`config.mk`:
```
export PLATFORM = sky130hd
export DESIGN_NAME = mem_page_reader
export DESIGN_NICKNAME = d
export VERILOG_FILES = /design/src/rtl/mem_page_reader.sv
export SDC_FILE = /design/constraint.sdc
export NUM_CORES = 1
export LEC_CHECK = 0
export BUFFER_PORTS_ARGS = -buffer_cell sky130_fd_sc_hd__buf_2
export CAP_MARGIN = 25
export CORE_MARGIN = 5
export CORE_UTILIZATION = 45
export DETAILED_ROUTE_END_ITERATION = 8
export MAX_ROUTING_LAYER = met4
export PLACE_DENSITY_LB_ADDON = 0.15
export SLEW_MARGIN = 40
export SYNTH_ARGS = -nofsm -noshare
export SYNTH_HDL_FRONTEND = slang
export SYNTH_SLANG_ARGS = --single-unit
```
`constraint.sdc`:
```
create_clock -name clk -period 3.5 [get_ports clk]
set_clock_uncertainty 0.05 [all_clocks]
set_input_delay 0.875 -clock clk [delete_from_list [all_inputs] [get_ports clk]]
set_output_delay 0.875 -clock clk [all_outputs]
set_load 0.01 [all_outputs]
```
`src/rtl/mem_page_reader.sv`:
```
// mem_page_reader: drains the page just closed by the producer through a
// fixed-latency read port and streams it out with valid/ready backpressure.
`ifndef MEM_SIZE
`define MEM_SIZE 5
`endif

module mem_page_reader #(
    parameter int MEM_WIDTH  = 16,
    parameter int ADD_SIZE   = `MEM_SIZE,
    parameter int RD_LAT     = 2,
    parameter int FIFO_DEPTH = 4
) (
    input  logic                 clk,
    input  logic                 reset,
    input  logic                 en_proc,
    input  logic [1:0]           start,
    output logic [1:0]           done,
    input  logic [5:0]           number_in,
    output logic [ADD_SIZE:0]    read_add,
    input  logic [MEM_WIDTH-1:0] data_in,
    output logic [MEM_WIDTH-1:0] out_data,
    output logic                 out_valid,
    output logic                 out_last,
    input  logic                 out_ready
);
    localparam int PAGE = 1 << ADD_SIZE;
    localparam int PW = (FIFO_DEPTH > 1) ? $clog2(FIFO_DEPTH) : 1;
    localparam int OW = $clog2(FIFO_DEPTH + 1);
    localparam logic [PW-1:0] PTR_MAX = PW'(FIFO_DEPTH - 1);

    typedef enum logic [1:0] {IDLE, READ, DRAIN, DONE} state_t;

    state_t state, state_n;

    logic              wr_page, rd_page, epoch, ovr_flag;
    logic [ADD_SIZE:0] cnt, idx, cnt_new;
    logic              acc, preempt, issue, is_last;
    logic              pop, push, credit_ok;
    int                inflight;

    logic              iss_v, iss_last, iss_ep;
    logic [RD_LAT-1:0] pv, pl, pe;

    logic [MEM_WIDTH-1:0]  f_data [FIFO_DEPTH];
    logic [FIFO_DEPTH-1:0] f_last;
    logic [PW-1:0]         wp, rp;
    logic [OW-1:0]         occ;

    logic unused_start;
    assign unused_start = start[1];

    function automatic logic [PW-1:0] nxt(input logic [PW-1:0] p);
        return (p == PTR_MAX) ? '0 : p + 1'b1;
    endfunction

    assign acc       = start[0] & en_proc;
    assign out_valid = (occ != '0);
    assign out_data  = f_data[rp];
    assign out_last  = out_valid & f_last[rp];
    assign pop       = out_valid & out_ready;
    assign done      = {ovr_flag, state == DONE};

    always_comb begin
        cnt_new = (ADD_SIZE+1)'(number_in);
        if (int'(number_in) > PAGE)
            cnt_new = (ADD_SIZE+1)'(PAGE);
    end

    // Only current-epoch reads will land in the FIFO, so only they hold credit.
    always_comb begin
        inflight = (iss_v && iss_ep == epoch) ? 1 : 0;
        for (int i = 0; i < RD_LAT; i++)
            if (pv[i] && pe[i] == epoch)
                inflight++;
        credit_ok = (inflight + int'(occ) - int'(pop)) < FIFO_DEPTH;
    end

    assign push = pv[RD_LAT-1] & (pe[RD_LAT-1] == epoch) & ~preempt;

    always_ff @(posedge clk or posedge reset) begin
        if (reset)
            state <= IDLE;
        else
            state <= state_n;
    end

    always_comb begin
        state_n = state;
        issue   = 1'b0;
        preempt = 1'b0;
        is_last = (idx == cnt - 1'b1);
        if (acc) begin
            preempt = (state == READ) || (state == DRAIN);
            if (cnt_new == '0)
                state_n = DONE;
            else if (cnt_new == (ADD_SIZE+1)'(1))
                state_n = DRAIN;
            else
                state_n = READ;
        end else begin
            unique case (state)
                IDLE: state_n = IDLE;
                READ: begin
                    if (en_proc && credit_ok) begin
                        issue = 1'b1;
                        if (is_last)
                            state_n = DRAIN;
                    end
                end
                DRAIN: if (pop && out_last) state_n = DONE;
                DONE:  state_n = IDLE;
                default: state_n = IDLE;
            endcase
        end
    end

    // Index 0 issues on the accepting edge itself so read_add is live at T+1.
    always_ff @(posedge clk or posedge reset) begin
        if (reset) begin
            wr_page  <= 1'b0;
            rd_page  <= 1'b0;
            epoch    <= 1'b0;
            ovr_flag <= 1'b0;
            cnt      <= '0;
            idx      <= '0;
            read_add <= '0;
            iss_v    <= 1'b0;
            iss_last <= 1'b0;
            iss_ep   <= 1'b0;
            pv       <= '0;
            pl       <= '0;
            pe       <= '0;
        end else begin
            iss_v <= 1'b0;
            if (acc) begin
                wr_page <= ~wr_page;
                rd_page <= wr_page;
                cnt     <= cnt_new;
                epoch   <= epoch ^ preempt;
                if (preempt)
                    ovr_flag <= 1'b1;
                if (cnt_new != '0) begin
                    read_add <= {wr_page, {ADD_SIZE{1'b0}}};
                    iss_v    <= 1'b1;
                    iss_last <= (cnt_new == (ADD_SIZE+1)'(1));
                    iss_ep   <= epoch ^ preempt;
                    idx      <= (ADD_SIZE+1)'(1);
                end
            end else if (issue) begin
                read_add <= {rd_page, idx[ADD_SIZE-1:0]};
                iss_v    <= 1'b1;
                iss_last <= is_last;
                iss_ep   <= epoch;
                idx      <= idx + 1'b1;
            end
            for (int i = RD_LAT - 1; i > 0; i--) begin
                pv[i] <= pv[i-1];
                pl[i] <= pl[i-1];
                pe[i] <= pe[i-1];
            end
            pv[0] <= iss_v;
            pl[0] <= iss_last;
            pe[0] <= iss_ep;
        end
    end

    always_ff @(posedge clk or posedge reset) begin
        if (reset) begin
            wp     <= '0;
            rp     <= '0;
            occ    <= '0;
            f_last <= '0;
            for (int i = 0; i < FIFO_DEPTH; i++)
                f_data[i] <= '0;
        end else if (preempt) begin
            wp  <= '0;
            rp  <= '0;
            occ <= '0;
        end else begin
            if (push) begin
                f_data[wp] <= data_in;
                f_last[wp] <= pl[RD_LAT-1];
                wp         <= nxt(wp);
            end
            if (pop)
                rp <= nxt(rp);
            occ <= occ + OW'(push) - OW'(pop);
        end
    end

endmodule
```
==> results.md <==
* Outcome: finished, violations left
* Failing checks: negative setup slack
* Num CTS Buffers at 9
* Cell mode on critical path: ha_4
* Initial DRC count at 150
* Flops & latches, synth at 108
* Total track usage at 0.159
* Layout cells sized above 1 at 0.443
* Longest Clk Path Bufs at 2
* Max-slew violations at 0
* H-tree Lvls at 3
* Hold-fix buffer count after cts at 0
* Most common cell in the synthesized netlist: dfrtp_1
* Design area at roughly 6300 um2
* Rel. slew slack at 0.587
* GP Congestion at 0.762
* FF/Latch Area at 2700 um2
* Worst vdd ir at 0.520 mV
* Hold EP: pl[1]$_DFF_PP0_
* Top-area cell type share of the netlist area at 0.525
* Final setup viols at 16
* Final std cells w/o fill at 626
* Top Metal Used: met4
* Critical path fanouts, max at 5
* Max Cap Violations at 0
* DRT Wirelength at 9980 um
* Synth top cells by count: dfrtp_1, mux2_2, inv_1, nand2_1, ha_1
* DRC Markers at 0
* Vias at approximately 3300
* Met1 wire length at 4380 um
* Pwr/cell area at 859 nW/um2
* DP Wirelength at 7090 um
* Largest stage delay, worst path at 0.44 ns
* Die X at 117 um
* Critical path's slowest cell: dfrtp_2
* Hold Path Origin: pl[0]$_DFF_PP0_
* # IOs at 54
* Layout area overhead at 22.0%
* Pre-antenna DRT Iters at 4
* Reg2reg start: epoch$_DFFE_PP0P_
* CP Launch Type: flip-flop
* Dpl cell area at 5820 um2
* Post-synth EDFFs at 0
* Avg Cell Area, Syn at between 10 and 15 um2
* Synth Warn # at 0
* Die area at 13700 um2
* Worst r2r dst: idx[5]$_DFFE_PP0P_
* Port bufs at 52
* CP Cell Sequence: xnor2_1 -> and2_4 -> inv_2 -> ha_4 -> nor2_1 -> a21oi_1 -> ha_1 -> inv_2 -> ha_4 -> nand4bb_1 -> mux2i_1 -> o21ai_1 -> nor2b_4 -> ha_4 -> a31oi_4 -> nor4_2 -> buf_4 -> o211ai_4 -> or4_1 -> a21boi_1
* Cells after DPL at between 600 and 700
* Cells after Synth at 393
* Multi-input gate area at between 2000 and 2500 um2
* Fmax at ~270 MHz
* Largest cells by area after synthesis: dfrtp_1, mux2_2, mux4_2
* Root Buffer Master: clkbuf_16
* Type of the worst setup path: reg2reg
* P_leak at 2.98 nW
* R2R Setup Slk at -0.18 ns
* Worst min-delay path class: reg2reg
* Routed len/inst at between 15 and 20 um
* Req. time, crit path at 3.72 ns
* Die H at 117 um
* Least-Margin Pin Slew at 0.619 ns
* Mapped Nets at 442
* Worst endpoint data arrival time at between 3 and 4 ns
* Antenna viol nets, final at 0
* Crit path time final at 3.68 ns
* Mapped Area at approximately 5100 um2
* Crit end category: flip-flop
* Power Total at 0.00540 W
* Reg2Reg Depth at 20
* Worst-case hold slack at 0.304 ns
* Clk sink count at 108
* Number of antenna cells inserted at 0
* First-pass GRT wire length at 16300 um
* Hold Path Cell Cnt at 0
* Final period util at 1.05
* Initial antenna violation count at 0
* # fillers at 942
* Final Hold Viols at 0
* Initial Util at 0.455
* Nets at 527
* Async SR Flop Fraction at 1.00
* Total gr overflow at 0
* WL met3 at 390 um
* Clk slew on worst S/H paths at around 0.07 ns
* Synth cell types at 39
* Largest net degree at the start of global routing at 60
* Clk_lat worst skew at 0.34 ns
* Unrepaired setup endpoints after global routing: yes
* Primary FF master, synth: dfrtp_1
* Via/cell ratio at 5.23
* Largest area contributor in the netlist: dfrtp_1
* Placeable Area at 11300 um2
* Sequential area share after synthesis at 0.525
* Cell Rows at 39
* CTS tree: built
* Number of global-route vias before repair at 3381
* PnR worst setup slack at -0.177 ns
* Setup_tns at -2.32 ns
* Metal2 WL at 5090 um
## cell usage in the layout (no fill, tap or decap), types with 2 or more instances in the layout
master / netlist / layout
mux2i_1: 5 / 5
nand4_1: 3 / 3
clkinv_2: 0 / 2
o31ai_1: 4 / 3
xnor2_1: 9 / 9
clkbuf_16: 0 / 9
nand3_1: 11 / 10
nand3b_1: 6 / 6
a21oi_1: 11 / 10
nand2_1: 28 / 27
nor4_4: 0 / 2
nor2_1: 10 / 10
mux2_4: 0 / 2
buf_12: 0 / 4
inv_1: 28 / 25
o21ai_1: 0 / 3
clkinvlp_4: 0 / 2
nor2b_1: 4 / 3
clkbuf_8: 0 / 2
mux4_2: 17 / 17
buf_2: 6 / 52
and2_1: 3 / 2
nor3_1: 5 / 5
ha_1: 20 / 17
mux2_2: 71 / 69
buf_4: 1 / 31
xor2_1: 4 / 4
ha_4: 0 / 3
dfrtp_1: 108 / 107
o21ai_0: 9 / 6
o211ai_1: 4 / 4
inv_2: 0 / 2
or4_1: 2 / 2
## what timing repair did
item                                    CTS  global route
endpoints found under the setup margin   17            17
buffers inserted                          3             3
resized for setup                         5            19
pin swaps                                 2             4
## stage by stage
stage,util,worst slack [ns]
after detailed placement,0.514,-0.378
after global placement,0.514,-0.311
final,0.555,-0.177
after floorplan,-,-0.0889
after CTS,0.545,-0.214
after global routing,0.555,-0.371
## routing by layer
layer	track usage	vias up
met3	0.0411	9
met4	0.0398	0
met5	-	-
met1	0.193	1656
met2	0.266	49
li1	-	1561
## flip-flops by register name, indices dropped and copies added, names as in the netlist, 2 cells and up
signal / count
f_data: 64
cnt: 6
idx: 6
read_add: 6
f_last: 4
occ: 3
pe: 2
pl: 2
pv: 2
rp: 2
state: 2
wp: 2
## cells by family (layout without fill, tap and decap cells)
family,count (synthesis),count (layout),share of synthesized area
AOI/OAI and AO/OA,34,34,0.0411
xor gates and xnor gates,14,14,0.0253
adders and majority gates,21,21,0.0525
buffers and inverters,42,132,0.0328
DFF,108,108,0.525
muxes,93,93,0.239
and+or+nand+nor,81,81,0.0836
## how the worst max path moves through the flow
stage                       from                 endpoint  slack [ns]  depth (start not counted)
2_1_floorplan  epoch$_DFFE_PP0P_       idx[5]$_DFFE_PP0P_       -0.09                         19
3_3_place_gp   epoch$_DFFE_PP0P_  read_add[5]$_DFFE_PP0P_       -0.31                         19
3_5_place_dp   epoch$_DFFE_PP0P_       idx[4]$_DFFE_PP0P_       -0.38                         20
4_1_cts        epoch$_DFFE_PP0P_       idx[5]$_DFFE_PP0P_       -0.21                         21
5_1_grt        epoch$_DFFE_PP0P_       idx[5]$_DFFE_PP0P_       -0.37                         20
6_report       epoch$_DFFE_PP0P_       idx[5]$_DFFE_PP0P_       -0.18                         20
## power breakdown
group	leakage, nW	total [W]	internal, W	switching, W
Clock	0.149	0.00103	0.000592	0.000434
Combinational	1.46	0.00239	0.00136	0.00102
Sequential	1.37	0.00198	0.00170	0.000279
## area by class of cell
class | count | share of cell area
clock buffer | 12 | 0.0409
sequential | 108 | 0.431
multi-input combinational | 243 | 0.382
timing repair buffer | 88 | 0.0931
tap | 143 | 0.0285
inverter | 28 | 0.0173
clock inverter | 4 | 0.00757
## critical path, delay by kind of cell, from the launching register on
| kind | cells | cell delay, ns |
|---|---|---|
| adder cells (fa/ha/maj) | 4 | 0.97 |
| AO/OA/AOI/OAI | 5 | 0.50 |
| flip-flops | 1 | 0.44 |
| XOR/XNOR | 1 | 0.17 |
| multiplexers | 1 | 0.21 |
| AND/OR/NAND/NOR | 6 | 1.03 |
| buffers and inverters | 3 | 0.24 |
No activity file was read; power rests on OpenSTA's default activity.
